$ cat src/rtl/wb_master_pkg.sv
// rtl/wb_master_pkg.sv - cycle-type codes and FSM state type shared by the Wishbone burst master
package wb_master_pkg;

    localparam logic [2:0] CTI_CLASSIC = 3'b000;
    localparam logic [2:0] CTI_INCR    = 3'b010;
    localparam logic [2:0] CTI_EOB     = 3'b111;

    typedef enum logic [1:0] {
        IDLE   = 2'd0,
        WRITE  = 2'd1,
        READ   = 2'd2,
        FINISH = 2'd3
    } state_t;

endpackage

$ cat src/rtl/wb_watchdog.sv
// rtl/wb_watchdog.sv - no-ack watchdog, expired marks the last of 2^to_w-1 consecutive stalled cycles
module wb_watchdog #(
    parameter int to_w = 8
) (
    input  logic sys_clk,
    input  logic RESETN,
    input  logic en,
    input  logic clr,
    output logic expired
);

    // cnt_q holds the number of stalled cycles already completed
    localparam logic [to_w-1:0] LAST_CNT = to_w'((2 ** to_w) - 2);

    logic [to_w-1:0] cnt_q, cnt_d;

    always_comb begin
        cnt_d = cnt_q;
        if (clr || !en) begin
            cnt_d = '0;
        end else begin
            cnt_d = cnt_q + to_w'(1);
        end
    end

    always_ff @(posedge sys_clk or negedge RESETN) begin
        if (!RESETN) begin
            cnt_q <= '0;
        end else begin
            cnt_q <= cnt_d;
        end
    end

    assign expired = en && !clr && (cnt_q == LAST_CNT);

endmodule

$ cat src/rtl/wb_burst_master.sv
// rtl/wb_burst_master.sv - single-command Wishbone incrementing-burst master with stream side channels
module wb_burst_master
    import wb_master_pkg::*;
#(
    parameter int dw   = 32,
    parameter int aw   = 26,
    parameter int bl   = 5,
    parameter int to_w = 8
) (
    input  logic            sys_clk,
    input  logic            RESETN,
    input  logic            cmd_valid,
    output logic            cmd_ready,
    input  logic            cmd_we,
    input  logic [aw-1:0]   cmd_addr,
    input  logic [bl-1:0]   cmd_len,
    input  logic            wdata_valid,
    output logic            wdata_ready,
    input  logic [dw-1:0]   wdata,
    input  logic [dw/8-1:0] wsel,
    output logic            rdata_valid,
    output logic [dw-1:0]   rdata,
    output logic            rdata_last,
    output logic            busy,
    output logic            done,
    output logic            err,
    output logic            wb_cyc_o,
    output logic            wb_stb_o,
    output logic            wb_we_o,
    output logic [aw-1:0]   wb_addr_o,
    output logic [dw-1:0]   wb_dat_o,
    output logic [dw/8-1:0] wb_sel_o,
    output logic [2:0]      wb_cti_o,
    input  logic            wb_ack_i,
    input  logic [dw-1:0]   wb_dat_i
);

    localparam int SW = dw / 8;
    localparam int CW = bl + 1;
    localparam logic [aw-1:0] STEP       = aw'(SW);
    localparam logic [aw-1:0] ALIGN_MASK = ~aw'(SW - 1);

    state_t          state_q, state_d;
    logic [aw-1:0]   addr_q, addr_d;
    logic [CW-1:0]   total_q, total_d;
    logic [CW-1:0]   issued_q, issued_d;
    logic [CW-1:0]   acked_q, acked_d;
    logic            cyc_q, cyc_d;
    logic            stb_q, stb_d;
    logic            we_q, we_d;
    logic [dw-1:0]   dat_q, dat_d;
    logic [SW-1:0]   sel_q, sel_d;
    logic [2:0]      cti_q, cti_d;
    logic [dw-1:0]   rdata_q, rdata_d;
    logic            rvalid_q, rvalid_d;
    logic            rlast_q, rlast_d;
    logic            done_q, done_d;
    logic            err_q, err_d;
    logic            cmd_ready_q, cmd_ready_d;
    logic            busy_q, busy_d;

    logic ack, last_ack, wr_hs, wd_en, wd_clr, wd_expired;

    // acks are only meaningful while our strobe is up
    assign ack         = stb_q && wb_ack_i;
    assign last_ack    = ack && (acked_q + CW'(1) == total_q);
    assign wdata_ready = (state_q == WRITE) && (!stb_q || wb_ack_i) && (issued_q < total_q);
    assign wr_hs       = wdata_ready && wdata_valid;
    assign wd_en       = stb_q && !wb_ack_i;
    assign wd_clr      = !stb_q || wb_ack_i;

    wb_watchdog #(
        .to_w(to_w)
    ) u_watchdog (
        .sys_clk(sys_clk),
        .RESETN (RESETN),
        .en     (wd_en),
        .clr    (wd_clr),
        .expired(wd_expired)
    );

    always_comb begin
        state_d  = state_q;
        addr_d   = addr_q;
        total_d  = total_q;
        issued_d = issued_q;
        acked_d  = acked_q;
        cyc_d    = cyc_q;
        stb_d    = stb_q;
        we_d     = we_q;
        dat_d    = dat_q;
        sel_d    = sel_q;
        cti_d    = cti_q;
        rdata_d  = rdata_q;
        rvalid_d = 1'b0;
        rlast_d  = 1'b0;
        err_d    = 1'b0;

        unique case (state_q)
            IDLE: begin
                if (cmd_ready_q && cmd_valid) begin
                    total_d  = CW'(cmd_len) + CW'(1);
                    issued_d = '0;
                    acked_d  = '0;
                    addr_d   = cmd_addr & ALIGN_MASK;
                    we_d     = cmd_we;
                    cyc_d    = 1'b1;
                    if (cmd_we) begin
                        state_d = WRITE;
                        stb_d   = 1'b0;
                        cti_d   = CTI_CLASSIC;
                    end else begin
                        state_d = READ;
                        stb_d   = 1'b1;
                        cti_d   = (cmd_len == '0) ? CTI_EOB : CTI_INCR;
                    end
                end
            end
            WRITE: begin
                if (ack) begin
                    acked_d = acked_q + CW'(1);
                    addr_d  = addr_q + STEP;
                    stb_d   = 1'b0;
                end
                // a new beat in the same cycle as an ack keeps the strobe up
                if (wr_hs) begin
                    stb_d    = 1'b1;
                    dat_d    = wdata;
                    sel_d    = wsel;
                    issued_d = issued_q + CW'(1);
                    cti_d    = (issued_q + CW'(1) == total_q) ? CTI_EOB : CTI_INCR;
                end
            end
            READ: begin
                if (ack) begin
                    acked_d  = acked_q + CW'(1);
                    addr_d   = addr_q + STEP;
                    rdata_d  = wb_dat_i;
                    rvalid_d = 1'b1;
                    rlast_d  = last_ack;
                    cti_d    = (acked_q + CW'(2) == total_q) ? CTI_EOB : CTI_INCR;
                end
            end
            FINISH: begin
                state_d = IDLE;
            end
            default: begin
                state_d = IDLE;
            end
        endcase

        if (last_ack) begin
            state_d = FINISH;
            cyc_d   = 1'b0;
            stb_d   = 1'b0;
            we_d    = 1'b0;
            cti_d   = CTI_CLASSIC;
        end

        if (wd_expired) begin
            state_d = IDLE;
            cyc_d   = 1'b0;
            stb_d   = 1'b0;
            we_d    = 1'b0;
            cti_d   = CTI_CLASSIC;
            err_d   = 1'b1;
        end

        done_d      = (state_d == FINISH);
        cmd_ready_d = (state_d == IDLE);
        busy_d      = (state_d != IDLE);
    end

    always_ff @(posedge sys_clk or negedge RESETN) begin
        if (!RESETN) begin
            state_q     <= IDLE;
            addr_q      <= '0;
            total_q     <= '0;
            issued_q    <= '0;
            acked_q     <= '0;
            cyc_q       <= 1'b0;
            stb_q       <= 1'b0;
            we_q        <= 1'b0;
            dat_q       <= '0;
            sel_q       <= '0;
            cti_q       <= CTI_CLASSIC;
            rdata_q     <= '0;
            rvalid_q    <= 1'b0;
            rlast_q     <= 1'b0;
            done_q      <= 1'b0;
            err_q       <= 1'b0;
            cmd_ready_q <= 1'b0;
            busy_q      <= 1'b0;
        end else begin
            state_q     <= state_d;
            addr_q      <= addr_d;
            total_q     <= total_d;
            issued_q    <= issued_d;
            acked_q     <= acked_d;
            cyc_q       <= cyc_d;
            stb_q       <= stb_d;
            we_q        <= we_d;
            dat_q       <= dat_d;
            sel_q       <= sel_d;
            cti_q       <= cti_d;
            rdata_q     <= rdata_d;
            rvalid_q    <= rvalid_d;
            rlast_q     <= rlast_d;
            done_q      <= done_d;
            err_q       <= err_d;
            cmd_ready_q <= cmd_ready_d;
            busy_q      <= busy_d;
        end
    end

    assign cmd_ready   = cmd_ready_q;
    assign busy        = busy_q;
    assign done        = done_q;
    assign err         = err_q;
    assign rdata_valid = rvalid_q;
    assign rdata       = rdata_q;
    assign rdata_last  = rlast_q;
    assign wb_cyc_o    = cyc_q;
    assign wb_stb_o    = stb_q;
    assign wb_we_o     = we_q;
    assign wb_addr_o   = addr_q;
    assign wb_dat_o    = dat_q;
    assign wb_sel_o    = sel_q;
    assign wb_cti_o    = cti_q;

endmodule

$ cat config.mk
export PLATFORM = sky130hd
export DESIGN_NAME = wb_burst_master
export DESIGN_NICKNAME = d
export VERILOG_FILES = /design/src/rtl/wb_master_pkg.sv /design/src/rtl/wb_watchdog.sv /design/src/rtl/wb_burst_master.sv
export SDC_FILE = /design/constraint.sdc
export NUM_CORES = 1
export LEC_CHECK = 0
export BUFFER_PORTS_ARGS = -buffer_cell sky130_fd_sc_hd__buf_2
export CORE_MARGIN = 3
export CORE_UTILIZATION = 51
export CTS_CLUSTER_DIAMETER = 50
export CTS_CLUSTER_SIZE = 10
export DETAILED_ROUTE_END_ITERATION = 7
export PLACE_DENSITY = 0.89
export SYNTH_ARGS = -nofsm -noshare
export SYNTH_HDL_FRONTEND = slang
export SYNTH_SLANG_ARGS = --single-unit
$ cat constraint.sdc
create_clock -name sys_clk -period 3.1 [get_ports sys_clk]
set_clock_uncertainty 0.2 [all_clocks]
set_input_delay 0.155 -clock sys_clk [delete_from_list [all_inputs] [get_ports sys_clk]]
set_output_delay 0.155 -clock sys_clk [all_outputs]
set_load 0.02 [all_outputs]
# Word level (Yosys, flattened, before mapping)
# Cells that the tools add are included.
dict set report classes {
  n_reduce_logical 34
  multipliers 0
  div_mod_pow 0
  eq_ne 15
  n_bitwise 0
  n_addsub 6
  muxes 44
  order_cmp 1
  shifts 0
}
# op count
set ops {}
lappend ops {{two-way mux 26 bit} 2}
lappend ops {{case mux 26 bit (2 select lines)} 1}
lappend ops {{two-way mux 3 bit} 9}
lappend ops {{adder 26 x 3 -> 26 bit (second input constant)} 1}
lappend ops {{case mux 6 bit (2 select lines)} 2}
lappend ops {{two-way mux 1 bit} 19}
lappend ops {{== test 6 bit} 3}
lappend ops {{two-way mux 6 bit} 3}
lappend ops {{adder 6 x 1 -> 6 bit (second input constant)} 2}
lappend ops {{!= test 4 x 3 -> 1 bit (second input constant)} 3}
lappend ops {{logical AND 1 bit} 9}
lappend ops {{case mux 3 bit (3 select lines)} 1}
lappend ops {{AND reduction 3 bit} 3}
lappend ops {{adder 8 x 1 -> 8 bit (second input constant)} 1}
lappend ops {{== test 8 bit (second input constant)} 1}
lappend ops {{two-way mux 2 bit} 4}
lappend ops {{two-way mux 8 bit} 1}
lappend ops {{AND reduction 2 bit} 4}
lappend ops {{adder 5 x 1 -> 6 bit (second input constant)} 1}
lappend ops {{adder 6 x 2 -> 6 bit (second input constant)} 1}
lappend ops {{== test 2 bit (second input constant)} 3}
lappend ops {{less-than comparator 6 bit} 1}
lappend ops {{nonzero test 2 bit} 3}
lappend ops {{nonzero test 3 bit} 2}
lappend ops {{other kinds (14)} 20}
dict set report totals {
  regBits 134
  rom_bits 0
  ram_bits 0
  latchBits 0
  out_inout_bits 107
  mem_count 0
  word_cells 119
}

# Longest topological paths before layout
dict set report logic_depth {
  depth_word 9
  ltp_mapped 10
}

# Modules after synthesis
# Synthesis repeated with hierarchy kept, for this count alone.
dict set report unflattened {
  cells_unflattened 617
  area_unflattened_um2 6497.5
}
# mod area_per_inst_um2 cells_per_inst seq_area_each_um2 n_inst
set by_module_without_submodules {}
lappend by_module_without_submodules {wb_burst_master 6120.9 579 3078.0 1}
lappend by_module_without_submodules {wb_watchdog 376.6 38 200.2 1}

# Worst setup path before layout
# Ideal clock, no wire load.
dict set report synth_timing {
  path_kind {register -> register}
  start {register total_q[3]}
  end {register issued_q[3]}
  period_less_slack_ns 2.254
  arrival_ns 1.928
  slack_ns 0.846
  required_ns 2.774
  n_path_buf 0
  stages_incl_launch_ff 9
  cell_sequence {dfrtp_1 > inv_1 > ha_1 > a211oi_1 > and3_1 > o21ai_1 > a21oi_1 > o21ai_1 > a221o_1}
}
dict set report synth_between {
  elab_chain_len 5
}
# item line_no
set synth_lines {}
lappend synth_lines {{start: declaration} wb_burst_master.sv:45} ;# logic [CW-1:0] total_q, total_d;
lappend synth_lines {{start signal: assignment} wb_burst_master.sv:197} ;# total_q <= total_d;
lappend synth_lines {{less-than comparator 6 bit} wb_burst_master.sv:67} ;# assign wdata_ready = (state_q == WRITE) && (!stb_q || wb_ack_i) && (issued_q < total_q);
lappend synth_lines {{logical AND 1 bit} wb_burst_master.sv:67}
lappend synth_lines {{logical AND 1 bit} wb_burst_master.sv:68} ;# assign wr_hs = wdata_ready && wdata_valid;
lappend synth_lines {{!= test 2 bit (no line)} --}
lappend synth_lines {{AND reduction 3 bit (no line)} --}
lappend synth_lines {{end signal: assignment} wb_burst_master.sv:198} ;# issued_q <= issued_d;
lappend synth_lines {{end: declaration} wb_burst_master.sv:46} ;# logic [CW-1:0] issued_q, issued_d;
# No other way between the ends.
# A chain may end at the register's enable or synchronous reset.

# Worst setup path after layout
dict set report layout_timing {
  start {register total_q[3]}
  end {register sel_q[1] (netlist: wb_sel_o[1])}
}
dict set report layout_between {
  elab_chain_len 4
}
# item line_no
set layout_lines {}
lappend layout_lines {{less-than comparator 6 bit} wb_burst_master.sv:67}
lappend layout_lines {{logical AND 1 bit} wb_burst_master.sv:67}
lappend layout_lines {{logical AND 1 bit} wb_burst_master.sv:68}
lappend layout_lines {{AND reduction 2 bit (no line)} --}
lappend layout_lines {{end signal: assignment} wb_burst_master.sv:204} ;# sel_q <= sel_d;
lappend layout_lines {{end: declaration} wb_burst_master.sv:52} ;# logic [SW-1:0] sel_q, sel_d;
# No other way between the ends.

==> metrics.md <==
| Metric | Value |
|---|---|
| Die Area | 0.0141 mm2 |
| Final Max Tran Viols | 0 |
| First DRT Iteration DRCs | 486 |
| Initial Utilization | 53.0% |
| CTS Buffer Depth | 2 |
| Top FF cell, synth | dfrtp_1 |
| DR vias | 6,448 |
| Grt ovf | 0 |
| Met1 Use GR | 33.9% |
| Post-DR wirelength/cell | 17.1 um |
| Core ar. | 0.0122 mm2 |
| Setup_tns | 0 ns |
| Die Height | 119 um |
| F_max | 382 MHz |
| Max-Cap Viols | 0 |
| Share of cells above drive strength 1 | 29.4% |
| Routed WL | 20,000 um |
| Most frequent cells in the layout | buf_2 (206), nand2_1 (153), dfrtp_1 (131) |
| Count of cell types in the netlist | 54 |
| Post-layout util | 75.9% |
| Leak | 4.61 nW |
| Final nets | 1,110 |
| HPWL after DPL | 11,400 um |
| Hold Crit Class | input pin to flop |
| Met3 Track Usage GR | 6.84% |
| Remaining DRCs | 0 |
| Vias/cell | 5.52 |
| Worst R2R End | wb_sel_o[1] |
| # rows | 40 |
| Clock Root Buffer | clkbuf_16 |
| Register-to-Register Setup Slack | 0.48 ns |
| FF-to-FF Start | total_q[3] |
| Antenna Violating Nets Remaining | 0 |
| Worst Setup Path Type | flop to flop |
| Period utilisation layout | 84.4% |
| Syn avg cell area | 9.48 um2 |
| Outcome | complete, no violations |
| CP required | 3.25 ns |
| Drt first pass iters | 5 |
| Pin count of the biggest net entering global routing | 59 |
| Die W | 119 um |
| CTS Buf Count | 17 |
| Worst Tran Pin Value | 0.782 ns |
| Busiest grt layer | met2 |
| RSZ-0062 raised after global routing | false |
| Critical path launch point type | flop |
| Clk_lat worst skew | 0.41 ns |
| Crit end category | flop |
| Ant. Diodes | 0 |
| Initial antenna violation count | 0 |
| Post-route minimum period | 2.62 ns |
| Worst reg-to-reg path cell count | 9 |
| GP Congestion | 0.886 |
| Num Clock Sinks | 131 |
| VDD IR max | 0.721 mV |
| CTS tree | done |
| CTS H-tree lvls | 4 |
| Syn Inst Count | 683 |
| Port Buffers | 207 |
| Worst EP arrival | 2.76 ns |
| Post-synth EDFFs | 0 |
| Final Hold Fails | 0 |
| Clock transition at path regs | 0.06 ns |
| Synth Cell Area | 0.00647 mm2 |
| PostCTS Resize Cnt | 0 |
| IO Pins | 212 |
| Filler cell count | 772 |
| Final Power | 9.27 mW |
| Yosys reg bits | 131 |
| CP endpoint | wb_sel_o[1] |
| Register area share after synthesis | 50.6% |
| Synth-to-layout area growth | 43.2% |
| Endpoints failing setup | 0 |
| Vias in the first global route | 6,462 |
| First-pass GRT wire length | 32,500 um |
| Critical path origin | total_q[3] |
| Place WS | 0.621 ns |
| Post-synth ARST share | 100% |
| Commonest non-fill, non-tap cell in the layout | buf_2 |
| M2 GR Usage | 48.2% |
| Worst Slack Setup Final | 0.484 ns |
| Synth Warn # | 0 |
| Cell Pwr Density | 1000 mW/mm2 |
| GRT Total Usage | 28.4% |
| Relative slew slack | 47.9% |
| Max FO, Critical Path | 36 |
## area by class of cell
| cell class | instances | area [um2] | area share (%) |
|---|---|---|---|
| inverter | 29 | 109 | 1.17 |
| sequential | 131 | 3280 | 35.4 |
| multi-input combinational | 490 | 2940 | 31.7 |
| tap | 168 | 210 | 2.27 |
| clock inverter | 13 | 149 | 1.61 |
| timing repair buffer | 319 | 2140 | 23.1 |
| clock buffer | 19 | 443 | 4.78 |
## per-layer routing
layer | part of all wire [%] | up-vias
met5 | 0 | -
met4 | 3.7 | 0
met3 | 8.5 | 65
met2 | 50 | 368
met1 | 38 | 3067
li1 | - | 2948
## how the worst min path moves through the flow
stage	start	to	slack, ns	cells past startpoint
floorplan	RESETN	acked_q[0]	-0.34	0
global route	wdata_valid	issued_q[5]	0.09	5
global placement	RESETN	wb_sel_o[2]	0.08	1
finish	wdata_valid	issued_q[5]	0.04	4
detailed placement	RESETN	wb_dat_o[7]	0.08	1
CTS	wdata_valid	issued_q[5]	0.04	4
## registers in the layout (all words and copies together) (netlist names), 2 cells and up
signal            count
state_q               2
u_watchdog.cnt_q      8
rdata                32
acked_q               6
wb_cti_o              2
issued_q              6
total_q               6
wb_dat_o             32
wb_sel_o              4
wb_addr_o            24
## report_power, final
| group | internal [mW] | total (mW) | switching [mW] |
|---|---|---|---|
| sequential | 2.42 | 3.07 | 0.648 |
| combinational | 1.55 | 4.21 | 2.66 |
| clock | 1.22 | 1.99 | 0.778 |
| total | 5.19 | 9.27 | 4.09 |
## stage by stage
stage                     hold slack (ns)  cells  instance area, um2
after detailed placement           0.0770   1036                7670
final                              0.0351   1169                9270
after global placement             0.0816   1036                7670
after CTS                          0.0380   1169                9270
after global routing               0.0891   1169                9270
after floorplan                    -0.341    684                6480
## critical path, stage by stage, from the launching register on
cell and delay, ns:
dfrtp_1 0.46, inv_1 0.10, ha_1 0.32, a211oi_1 0.23
and3_1 0.22, o21ai_1 0.13, a21oi_2 0.25, buf_4 0.38
nand2_1 0.15, nand2_1 0.10
## kinds of logic after synthesis
kind of cell	share of synthesized area, %
and+or+nand+nor	18.4
AOI/OAI and AO/OA	12.4
DFF	50.6
buffers and inverters	4.10
muxes	6.67
xor gates and xnor gates	4.43
adders and majority gates	3.29
other	0.0579
## synth_stat cells (9+ instances only)
library cell	number	area share, %
mux2_2	33	5.7
nand4_1	11	1.1
nand3_1	32	2.5
buf_2	11	0.85
ha_1	17	3.3
clkbuf_1	16	0.93
inv_1	29	1.7
nand2_1	153	8.9
nor2_1	35	2.0
and3_1	9	0.87
dfrtp_1	131	51
xor2_1	14	1.9
a21oi_1	50	3.9
xnor2_1	15	2.0
o21ai_0	32	2.5
## what timing repair did
item / 4_1_cts / 5_1_grt
buffers inserted: 0 / 0
endpoints found under the hold margin: 156 / 0
hold buffers: 101 / 0
endpoints found under the setup margin: 0 / 0
Note: power is estimated with default switching activity, not from simulation.
